<file path="src/rtl/lsu_pkg.sv">
// Load/store unit shared types.
// lsuop_t follows the RV32I funct3 encoding: bits [1:0] give the access
// size (byte/half/word) and bit 2 selects zero-extension for loads.
package lsu_pkg;

   typedef enum logic [2:0] {
      LSU_B  = 3'b000,
      LSU_H  = 3'b001,
      LSU_W  = 3'b010,
      LSU_BU = 3'b100,
      LSU_HU = 3'b101
   } lsuop_t;

endpackage

</file>
<file path="src/rtl/mem_stage_pkg.sv">
// Types shared by the memory-access stage, its lane-alignment helper and
// the neighbouring pipeline stages.
package mem_stage_pkg;

   import lsu_pkg::*;

   // Writeback source select
   localparam logic [1:0] WB_ALU  = 2'b00;
   localparam logic [1:0] WB_LOAD = 2'b01;
   localparam logic [1:0] WB_PC4  = 2'b10;
   localparam logic [1:0] WB_CSR  = 2'b11;

   // Data-memory handshake state
   typedef enum logic [1:0] {
      ST_IDLE = 2'b00,
      ST_REQ  = 2'b01,
      ST_WAIT = 2'b10
   } mem_state_t;

   typedef struct packed {
      logic        csr_en;
      logic [1:0]  csr_op;
      logic [11:0] csr_addr;
   } csr_ctrl_t;

   // Execute-stage result bundle (EX/MEM register contents)
   typedef struct packed {
      logic [4:0]  rd;
      logic        rf_en;
      logic [1:0]  wb_sel;
      logic        dm_en;
      logic        dm_we;
      lsuop_t      lsuop;
      logic [31:0] opr_res;
      logic [31:0] opr_b;
      logic [31:0] pc4;
      logic [31:0] zimm;
      csr_ctrl_t   csr;
   } ex_stage_out_t;

   // Forwarding bundle back to execute
   typedef struct packed {
      logic        rf_en;
      logic [4:0]  rd;
      logic [31:0] opr_res;
   } ex_stage_in_frm_mem_t;

   // MEM/WB register contents
   typedef struct packed {
      logic [4:0]  rd;
      logic        rf_en;
      logic [1:0]  wb_sel;
      logic [31:0] opr_res;
      logic [31:0] load_data;
      logic [31:0] pc4;
      logic [31:0] zimm;
      csr_ctrl_t   csr;
   } mem_stage_out_t;

   // Access size: 00 byte, 01 half, 1x word
   function automatic logic [1:0] lsu_size(input lsuop_t op);
      logic [2:0] bits_v;
      bits_v = op;
      return bits_v[1:0];
   endfunction

   // Loads with this bit set are zero-extended
   function automatic logic lsu_unsigned(input lsuop_t op);
      logic [2:0] bits_v;
      bits_v = op;
      return bits_v[2];
   endfunction

endpackage

</file>
<file path="src/rtl/lsu_align.sv">
// Byte-lane alignment for the data-memory port: byte enables, store-data
// replication and load extraction with sign/zero extension. Address bits
// below the access size are ignored, so a half access uses lane 0 or 2
// and a word access always uses lane 0.
module lsu_align
   import lsu_pkg::*;
   import mem_stage_pkg::*;
(
   input  lsuop_t      lsuop,
   input  logic [1:0]  addr_lo,
   input  logic [31:0] store_data,
   input  logic [31:0] rdata,
   output logic [3:0]  be,
   output logic [31:0] wdata,
   output logic [31:0] load_data
);

   logic [1:0]  size_s;
   logic [1:0]  lane_s;
   logic [31:0] shifted_s;

   // Lane choice, byte enables and replicated store data
   always_comb begin
      size_s = lsu_size(lsuop);
      lane_s = 2'b00;
      be     = 4'b1111;
      wdata  = store_data;
      case (size_s)
         2'b00: begin
            lane_s = addr_lo;
            be     = 4'b0001 << lane_s;
            wdata  = {4{store_data[7:0]}};
         end
         2'b01: begin
            lane_s = {addr_lo[1], 1'b0};
            be     = 4'b0011 << lane_s;
            wdata  = {2{store_data[15:0]}};
         end
         default: begin
            lane_s = 2'b00;
            be     = 4'b1111;
            wdata  = store_data;
         end
      endcase
   end

   // Shift the addressed lane down to bit 0 and extend it to 32 bits
   always_comb begin
      shifted_s = rdata >> {lane_s, 3'b000};
      load_data = shifted_s;
      case (size_s)
         2'b00: begin
            if (lsu_unsigned(lsuop)) begin
               load_data = {24'h000000, shifted_s[7:0]};
            end else begin
               load_data = {{24{shifted_s[7]}}, shifted_s[7:0]};
            end
         end
         2'b01: begin
            if (lsu_unsigned(lsuop)) begin
               load_data = {16'h0000, shifted_s[15:0]};
            end else begin
               load_data = {{16{shifted_s[15]}}, shifted_s[15:0]};
            end
         end
         default: begin
            load_data = shifted_s;
         end
      endcase
   end

endmodule

</file>
<file path="src/rtl/mem_stage.sv">
// Memory-access stage of the RV32I pipeline: EX/MEM register, data-memory
// handshake FSM, load alignment, MEM/WB register and forwarding to execute.
// Optional feature macro: MEM_MISALIGN_TRAP_EN (misaligned half/word
// accesses are trapped instead of issued to memory).
module mem_stage
   import lsu_pkg::*;
   import mem_stage_pkg::*;
#(
   parameter int DMEM_AW = 32
) (
   input  logic                 clk,
   input  logic                 rst,
   input  logic                 in_valid,
   input  ex_stage_out_t        ex_i,
   input  logic                 flush,
   output logic                 stall_o,
   output ex_stage_in_frm_mem_t fwd_o,
   output logic                 dmem_req,
   output logic                 dmem_we,
   output logic [DMEM_AW-1:0]   dmem_addr,
   output logic [31:0]          dmem_wdata,
   output logic [3:0]           dmem_be,
   input  logic                 dmem_gnt,
   input  logic                 dmem_rvalid,
   input  logic [31:0]          dmem_rdata,
   output logic                 out_valid,
   output mem_stage_out_t       wb_o,
   output logic                 misalign_o
);

   logic           ex_valid_r;
   ex_stage_out_t  ex_r;
   mem_state_t     state_r;
   mem_state_t     state_nxt_s;
   logic           kill_r;
   logic           kill_nxt_s;
   logic           done_s;
   logic           mem_op_s;
   logic           misalign_s;
   logic           commit_s;
   logic [3:0]     be_s;
   logic [31:0]    wdata_s;
   logic [31:0]    load_data_s;
   mem_stage_out_t wb_nxt_s;
   mem_stage_out_t wb_r;
   logic           out_valid_r;

   lsu_align u_lsu_align (
      .lsuop      (ex_r.lsuop),
      .addr_lo    (ex_r.opr_res[1:0]),
      .store_data (ex_r.opr_b),
      .rdata      (dmem_rdata),
      .be         (be_s),
      .wdata      (wdata_s),
      .load_data  (load_data_s)
   );

`ifdef MEM_MISALIGN_TRAP_EN
   logic misalign_r;

   // Detect half/word accesses whose address is not size-aligned
   always_comb begin
      misalign_s = 1'b0;
      if (ex_valid_r && ex_r.dm_en) begin
         case (lsu_size(ex_r.lsuop))
            2'b00:   misalign_s = 1'b0;
            2'b01:   misalign_s = ex_r.opr_res[0];
            default: misalign_s = |ex_r.opr_res[1:0];
         endcase
      end else begin
         misalign_s = 1'b0;
      end
   end

   // One-cycle trap pulse, aligned with the bubble written to MEM/WB
   always_ff @(posedge clk) begin
      if (rst) begin
         misalign_r <= 1'b0;
      end else begin
         misalign_r <= misalign_s & ~flush;
      end
   end

   assign misalign_o = misalign_r;
`else
   assign misalign_s = 1'b0;
   assign misalign_o = 1'b0;
`endif

   assign mem_op_s = ex_valid_r & ex_r.dm_en & ~misalign_s;

   // EX/MEM register; frozen while an access is outstanding
   always_ff @(posedge clk) begin
      if (rst) begin
         ex_valid_r <= 1'b0;
         ex_r       <= '0;
      end else if (!stall_o) begin
         ex_valid_r <= in_valid;
         ex_r       <= ex_i;
      end
   end

   // Handshake state and flushed-load marker
   always_ff @(posedge clk) begin
      if (rst) begin
         state_r <= ST_IDLE;
         kill_r  <= 1'b0;
      end else begin
         state_r <= state_nxt_s;
         kill_r  <= kill_nxt_s;
      end
   end

   // Next-state, request and completion decode
   always_comb begin
      state_nxt_s = state_r;
      kill_nxt_s  = kill_r;
      done_s      = 1'b0;
      dmem_req    = 1'b0;
      case (state_r)
         ST_IDLE: begin
            kill_nxt_s = 1'b0;
            if (mem_op_s) begin
               dmem_req = 1'b1;
               if (dmem_gnt) begin
                  if (ex_r.dm_we) begin
                     done_s = 1'b1;
                  end else begin
                     state_nxt_s = ST_WAIT;
                     kill_nxt_s  = flush;
                  end
               end else if (flush) begin
                  done_s = 1'b1;
               end else begin
                  state_nxt_s = ST_REQ;
               end
            end else begin
               done_s = 1'b1;
            end
         end
         ST_REQ: begin
            dmem_req = 1'b1;
            if (dmem_gnt) begin
               if (ex_r.dm_we) begin
                  state_nxt_s = ST_IDLE;
                  done_s      = 1'b1;
               end else begin
                  state_nxt_s = ST_WAIT;
                  kill_nxt_s  = flush;
               end
            end else if (flush) begin
               // Ungranted request is simply withdrawn
               state_nxt_s = ST_IDLE;
               done_s      = 1'b1;
            end else begin
               state_nxt_s = ST_REQ;
            end
         end
         ST_WAIT: begin
            // A granted load must still drain its response
            if (flush) begin
               kill_nxt_s = 1'b1;
            end else begin
               kill_nxt_s = kill_r;
            end
            if (dmem_rvalid) begin
               state_nxt_s = ST_IDLE;
               done_s      = 1'b1;
            end else begin
               state_nxt_s = ST_WAIT;
            end
         end
         default: begin
            state_nxt_s = ST_IDLE;
            kill_nxt_s  = 1'b0;
            done_s      = 1'b0;
         end
      endcase
   end

   assign stall_o    = ex_valid_r & ex_r.dm_en & ~done_s;
   assign dmem_addr  = {ex_r.opr_res[DMEM_AW-1:2], 2'b00};
   assign dmem_wdata = wdata_s;

   // Write strobe and byte enables only qualify a live request
   always_comb begin
      if (dmem_req) begin
         dmem_we = ex_r.dm_we;
         dmem_be = be_s;
      end else begin
         dmem_we = 1'b0;
         dmem_be = 4'b0000;
      end
   end

   assign commit_s = done_s & ex_valid_r & ~flush & ~kill_r & ~misalign_s;

   // Build the next MEM/WB contents; anything not committing becomes a bubble
   always_comb begin
      wb_nxt_s = '0;
      if (commit_s) begin
         wb_nxt_s.rd      = ex_r.rd;
         wb_nxt_s.rf_en   = ex_r.rf_en;
         wb_nxt_s.wb_sel  = ex_r.wb_sel;
         wb_nxt_s.opr_res = ex_r.opr_res;
         wb_nxt_s.pc4     = ex_r.pc4;
         wb_nxt_s.zimm    = ex_r.zimm;
         wb_nxt_s.csr     = ex_r.csr;
         if (state_r == ST_WAIT) begin
            wb_nxt_s.load_data = load_data_s;
         end else begin
            wb_nxt_s.load_data = 32'h00000000;
         end
      end else begin
         wb_nxt_s = '0;
      end
   end

   // MEM/WB pipeline register
   always_ff @(posedge clk) begin
      if (rst) begin
         wb_r        <= '0;
         out_valid_r <= 1'b0;
      end else begin
         wb_r        <= wb_nxt_s;
         out_valid_r <= commit_s;
      end
   end

   assign wb_o      = wb_r;
   assign out_valid = out_valid_r;

   // Forward ALU-class results; load data is never forwarded from here
   always_comb begin
      fwd_o.rf_en   = ex_valid_r & ex_r.rf_en & (ex_r.wb_sel != WB_LOAD);
      fwd_o.rd      = ex_r.rd;
      fwd_o.opr_res = ex_r.opr_res;
   end

endmodule

</file>
<file path="config.mk">
export PLATFORM = sky130hd
export DESIGN_NAME = mem_stage
export DESIGN_NICKNAME = d
export VERILOG_FILES = /design/src/rtl/lsu_pkg.sv /design/src/rtl/mem_stage_pkg.sv /design/src/rtl/lsu_align.sv /design/src/rtl/mem_stage.sv
export SDC_FILE = /design/constraint.sdc
export NUM_CORES = 1
export LEC_CHECK = 0
export BUFFER_PORTS_ARGS = -buffer_cell sky130_fd_sc_hd__buf_2
export CORE_AREA = 2 2 175 177
export DETAILED_ROUTE_END_ITERATION = 7
export DIE_AREA = 0 0 177 179
export PLACE_DENSITY = 0.72
export SYNTH_ARGS = -nofsm -noshare
export SYNTH_HDL_FRONTEND = slang
export SYNTH_SLANG_ARGS = --single-unit
</file>
<file path="constraint.sdc">
create_clock -name clk -period 2.1 [get_ports clk]
set_input_delay 0.21 -clock clk [delete_from_list [all_inputs] [get_ports clk]]
set_output_delay 0.21 -clock clk [all_outputs]
set_load 0.01 [all_outputs]
</file>
==> metrics.txt <==
# TYPE chip_impl_metric gauge
chip_impl_metric{name="yosysWarnings",unit=""} 0
chip_impl_metric{name="timing.final.hold_violations",unit=""} 0
chip_impl_metric{name="total_power",unit="µW"} 12800
chip_impl_info{name="timing.hold.worst.start",value="dmem_rvalid"} 1
chip_impl_metric{name="synth_enable_flop_cells",unit=""} 0
chip_impl_metric{name="final_core_util",unit="%"} 53.8
chip_impl_info{name="worstReg2RegStart",value="state_r[0]"} 1
chip_impl_metric{name="final_max_slew_viol_count",unit=""} 0
chip_impl_metric{name="die_w",unit="µm"} 177
chip_impl_metric{name="cellLeakagePower",unit="µW"} 0.00788
chip_impl_info{name="worstPathCellList",value="or2_4, buf_8, mux2_2, buf_2"} 1
chip_impl_metric{name="final.period_utilization",unit="%"} 97.4
chip_impl_metric{name="total_of_fill_cells_in_the_finished_design",unit=""} 2560
chip_impl_metric{name="cts_made_buffers",unit=""} 31
chip_impl_info{name="timing.critical_path.slowest_stage_cell",value="sky130_fd_sc_hd__dfxtp_2"} 1
chip_impl_metric{name="grt_antenna_before_repair",unit=""} 3
chip_impl_metric{name="nets",unit=""} 1952
chip_impl_metric{name="length_of_the_first_detailed_routing_pass_in_iterations",unit=""} 6
chip_impl_metric{name="clkLatencyLatePin",unit="ns"} 0.56
chip_impl_metric{name="synth_sequential_area_ratio",unit="%"} 55.8
chip_impl_metric{name="largest_net_degree_at_the_start_of_global_routing",unit=""} 86
chip_impl_metric{name="grt_pass1_wl",unit="µm"} 53000
chip_impl_metric{name="timing.max_slew.rel_slack",unit="%"} 35.5
chip_impl_metric{name="floorplan.rows",unit=""} 64
chip_impl_metric{name="final_critical_delay_including_setup_and_external_delays",unit="ns"} 2.05
chip_impl_metric{name="initial_core_util",unit="%"} 37.3
chip_impl_metric{name="num_io_pins",unit=""} 456
chip_impl_info{name="tritoncts_clock_tree",value="done"} 1
chip_impl_info{name="status",value="finished, final reports clean"} 1
chip_impl_metric{name="globalRoute.totalOverflow",unit=""} 0
chip_impl_metric{name="max_freq",unit="MHz"} 489
chip_impl_metric{name="die_h",unit="µm"} 179
chip_impl_info{name="start_kind",value="flip-flop"} 1
chip_impl_metric{name="worst_path_largest_cell_delay",unit="ns"} 0.39
chip_impl_info{name="dominant_register_cell_in_the_synthesized_netlist",value="sky130_fd_sc_hd__dfxtp_1"} 1
chip_impl_metric{name="area_growth_syn_to_layout",unit="%"} 44.4
chip_impl_metric{name="skew",unit="ns"} 0.0213
chip_impl_metric{name="cts-htree-levels",unit=""} 1
chip_impl_metric{name="placement.cell_area",unit="µm²"} 13300
chip_impl_metric{name="peakVddDrop",unit="µV"} 584
chip_impl_info{name="reg2reg_to",value="ex_r[71]"} 1
chip_impl_metric{name="final_layout_size_suffix_gt1_share",unit="%"} 32.9
chip_impl_metric{name="port-buffer-count",unit=""} 452
chip_impl_metric{name="cp_data_arrival_time",unit="ns"} 1.84
chip_impl_metric{name="core_area",unit="µm²"} 30000
chip_impl_metric{name="synthesis.instances",unit=""} 1222
chip_impl_metric{name="final_cell_area",unit="µm²"} 16200
chip_impl_metric{name="cap_violations",unit=""} 0
chip_impl_metric{name="detail_route.wl_per_cell",unit="µm"} 16.3
chip_impl_info{name="root_buffer",value="sky130_fd_sc_hd__clkbuf_16"} 1
chip_impl_metric{name="dp.final_hpwl",unit="µm"} 23700
chip_impl_info{name="grt_setup_unrepaired",value="false"} 1
chip_impl_info{name="critPathTopFamily",value="flip-flops"} 1
chip_impl_metric{name="critical_path_cell_count",unit=""} 4
chip_impl_metric{name="synth_cell_type_count",unit=""} 43
chip_impl_metric{name="clk_transition_reported_paths",unit="ns"} 0.06
chip_impl_metric{name="totalWireLength",unit="µm"} 35600
chip_impl_metric{name="path_buf_inv",unit=""} 2
chip_impl_metric{name="routabilityCongestion",unit=""} 0.827
chip_impl_metric{name="synth_area_per_cell",unit="µm²"} 9.16
chip_impl_metric{name="synthesis.area",unit="µm²"} 11200
chip_impl_metric{name="ctsLongestPathBuffers",unit=""} 3
chip_impl_metric{name="drt-vias-per-instance",unit=""} 4.71
chip_impl_info{name="timing.critical_path.to",value="dmem_wdata[13]"} 1
chip_impl_metric{name="dr_total_vias",unit=""} 10262
chip_impl_info{name="path_class",value="reg2out"} 1
chip_impl_metric{name="power-per-cell-area",unit="nW/µm²"} 794
chip_impl_metric{name="drc_errors",unit=""} 0
chip_impl_metric{name="synth-seq-cells",unit=""} 312
chip_impl_metric{name="worst_path_required",unit="ns"} 1.89
chip_impl_metric{name="gr-usage-all-layers",unit="%"} 21.1
chip_impl_metric{name="antenna_left",unit=""} 0
chip_impl_metric{name="rrSetupSlack",unit="ns"} 0.15
chip_impl_info{name="worst_setup_path_startpoint",value="ex_r[143]"} 1
chip_impl_metric{name="async_flop_share",unit="%"} 0
chip_impl_metric{name="floorplan.die_area",unit="µm²"} 31700
chip_impl_metric{name="worstRegToRegCells",unit=""} 9
chip_impl_info{name="critPathCaptureType",value="primary output"} 1
chip_impl_metric{name="vias_in_the_first_global_route",unit=""} 10026
chip_impl_metric{name="critical_path_peak_fanout",unit=""} 16
chip_impl_metric{name="tightestPinTransition",unit="ns"} 0.967
chip_impl_metric{name="hold-worst-slack",unit="ns"} 0.0467
chip_impl_metric{name="fin_tns_setup",unit="ns"} 0
chip_impl_metric{name="setup_viol",unit=""} 0
chip_impl_info{name="min-delay-path-class",value="in2reg"} 1
chip_impl_metric{name="initialDrtViolationCount",unit=""} 461
chip_impl_metric{name="clock_sinks",unit=""} 312
-- cell families (layout without fill, tap and decap cells) --
| kind of cell | count (synthesis) | count (layout) | synth area share (%) |
|---|---|---|---|
| buffers and inverters | 168 | 723 | 9.06 |
| AO/OA/AOI/OAI | 216 | 216 | 10.9 |
| flip-flops | 312 | 312 | 55.8 |
| AND/OR/NAND/NOR | 490 | 490 | 20.1 |
| multiplexers | 35 | 35 | 4.11 |
| other | 1 | 6 | 0.0335 |
-- layer usage --
layer | vias to the layer above | routed length (µm) | global-route usage, %
met5 | - | 0 | 0
met3 | 89 | 2710 | 4.66
met4 | 0 | 1230 | 8.37
li1 | 4920 | - | -
met2 | 465 | 17600 | 37.0
met1 | 4788 | 14000 | 24.9
-- area by class of cell --
cell class / count / area, µm² / share of cell area [%]
Antenna cell: 3 / 7.51 / 0.0465
Clock buffer: 44 / 865 / 5.35
Clock inverter: 10 / 90.1 / 0.557
Inverter: 7 / 28.8 / 0.178
Multi-Input combinational cell: 744 / 4010 / 24.8
Sequential cell: 312 / 6250 / 38.7
Tap cell: 396 / 495 / 3.07
Timing Repair Buffer: 662 / 4410 / 27.3
-- how the worst min path moves through the flow --
stage / end / slack, ns / cells past startpoint
floorplan: state_r[0] / 0.30 / 1
global placement: ex_r[7] / 0.43 / 2
detailed placement: wb_o[77] / 0.44 / 1
CTS: state_r[1] / 0.01 / 4
global route: state_r[1] / 0.05 / 4
finish: state_r[1] / 0.05 / 4
-- cells in the final DEF (no fill, tap or decap), drive strengths merged, types with 2 or more instances in the layout --
master and count:
inv 8, dfxtp 312, mux4 7, buf 485, nand3 4, dlygate4sd3 177
o211ai 4, nor3b 2, nor2b 8, nor4b 2, nor4bb 2, nand2 333
mux2 18, a21o 16, and2 121, mux2i 10, clkinvlp 3, diode 3
conb 3, or2 2, nor2 11, or3 2, clkbuf 44, a21oi 172
clkinv 5, o21ai 14
-- report_power, final --
part           total (µW)  switching [µW]  internal [µW]
Combinational        1340             643            700
Sequential           6260             136           6130
Clock                5230            2250           2970
-- sequential cells by signal (all words and copies together), names as in the netlist --
signal / flops
dmem_addr: 30
ex_valid_r: 1
kill_r: 1
ex_r: 119
state_r: 2
wb_o: 151
fwd_o: 7
out_valid: 1
-- Yosys cell counts (3+ instances only) --
library cell               number  area (µm²)
sky130_fd_sc_hd__nand2_1      333        1250
sky130_fd_sc_hd__dfxtp_1      312        6250
sky130_fd_sc_hd__a21oi_1      164         821
sky130_fd_sc_hd__and2_1       121         757
sky130_fd_sc_hd__buf_4         78         586
sky130_fd_sc_hd__clkbuf_1      38         143
sky130_fd_sc_hd__buf_2         37         185
sky130_fd_sc_hd__mux2_2        18         203
sky130_fd_sc_hd__a21o_1        16         120
sky130_fd_sc_hd__o21ai_0       14        70.1
sky130_fd_sc_hd__nor2_1        11        41.3
sky130_fd_sc_hd__mux2i_1       10         100
sky130_fd_sc_hd__a21oi_2        8        70.1
sky130_fd_sc_hd__nor2b_1        8        50.1
sky130_fd_sc_hd__mux4_2         7         158
sky130_fd_sc_hd__buf_6          6        67.6
sky130_fd_sc_hd__inv_1          6        22.5
sky130_fd_sc_hd__o211ai_1       4        30.0
sky130_fd_sc_hd__nand3_1        3        15.0
-- stage by stage --
stage	std cells	worst slack, ns
after floorplan	1224	0.398
after global placement	1939	0.299
after CTS	2173	0.0142
final	2178	0.0541
after detailed placement	1939	0.214
after global routing	2177	0.000550
-- worst min-delay path, stage by stage --
cell	delay, ns
sky130_fd_sc_hd__buf_2	0.13
sky130_fd_sc_hd__inv_1	0.07
sky130_fd_sc_hd__a32oi_1	0.05
sky130_fd_sc_hd__nor2_1	0.08
-- timing repair --
action | in CTS | in global routing
pin swaps | 0 | 1
endpoints found under the hold margin | 177 | 0
buffers inserted | 3 | 2
gates resized for setup | 19 | 4
setup endpoints to repair | 17 | 9
hold buffers | 177 | 0
(Power assumes the default switching activity.)
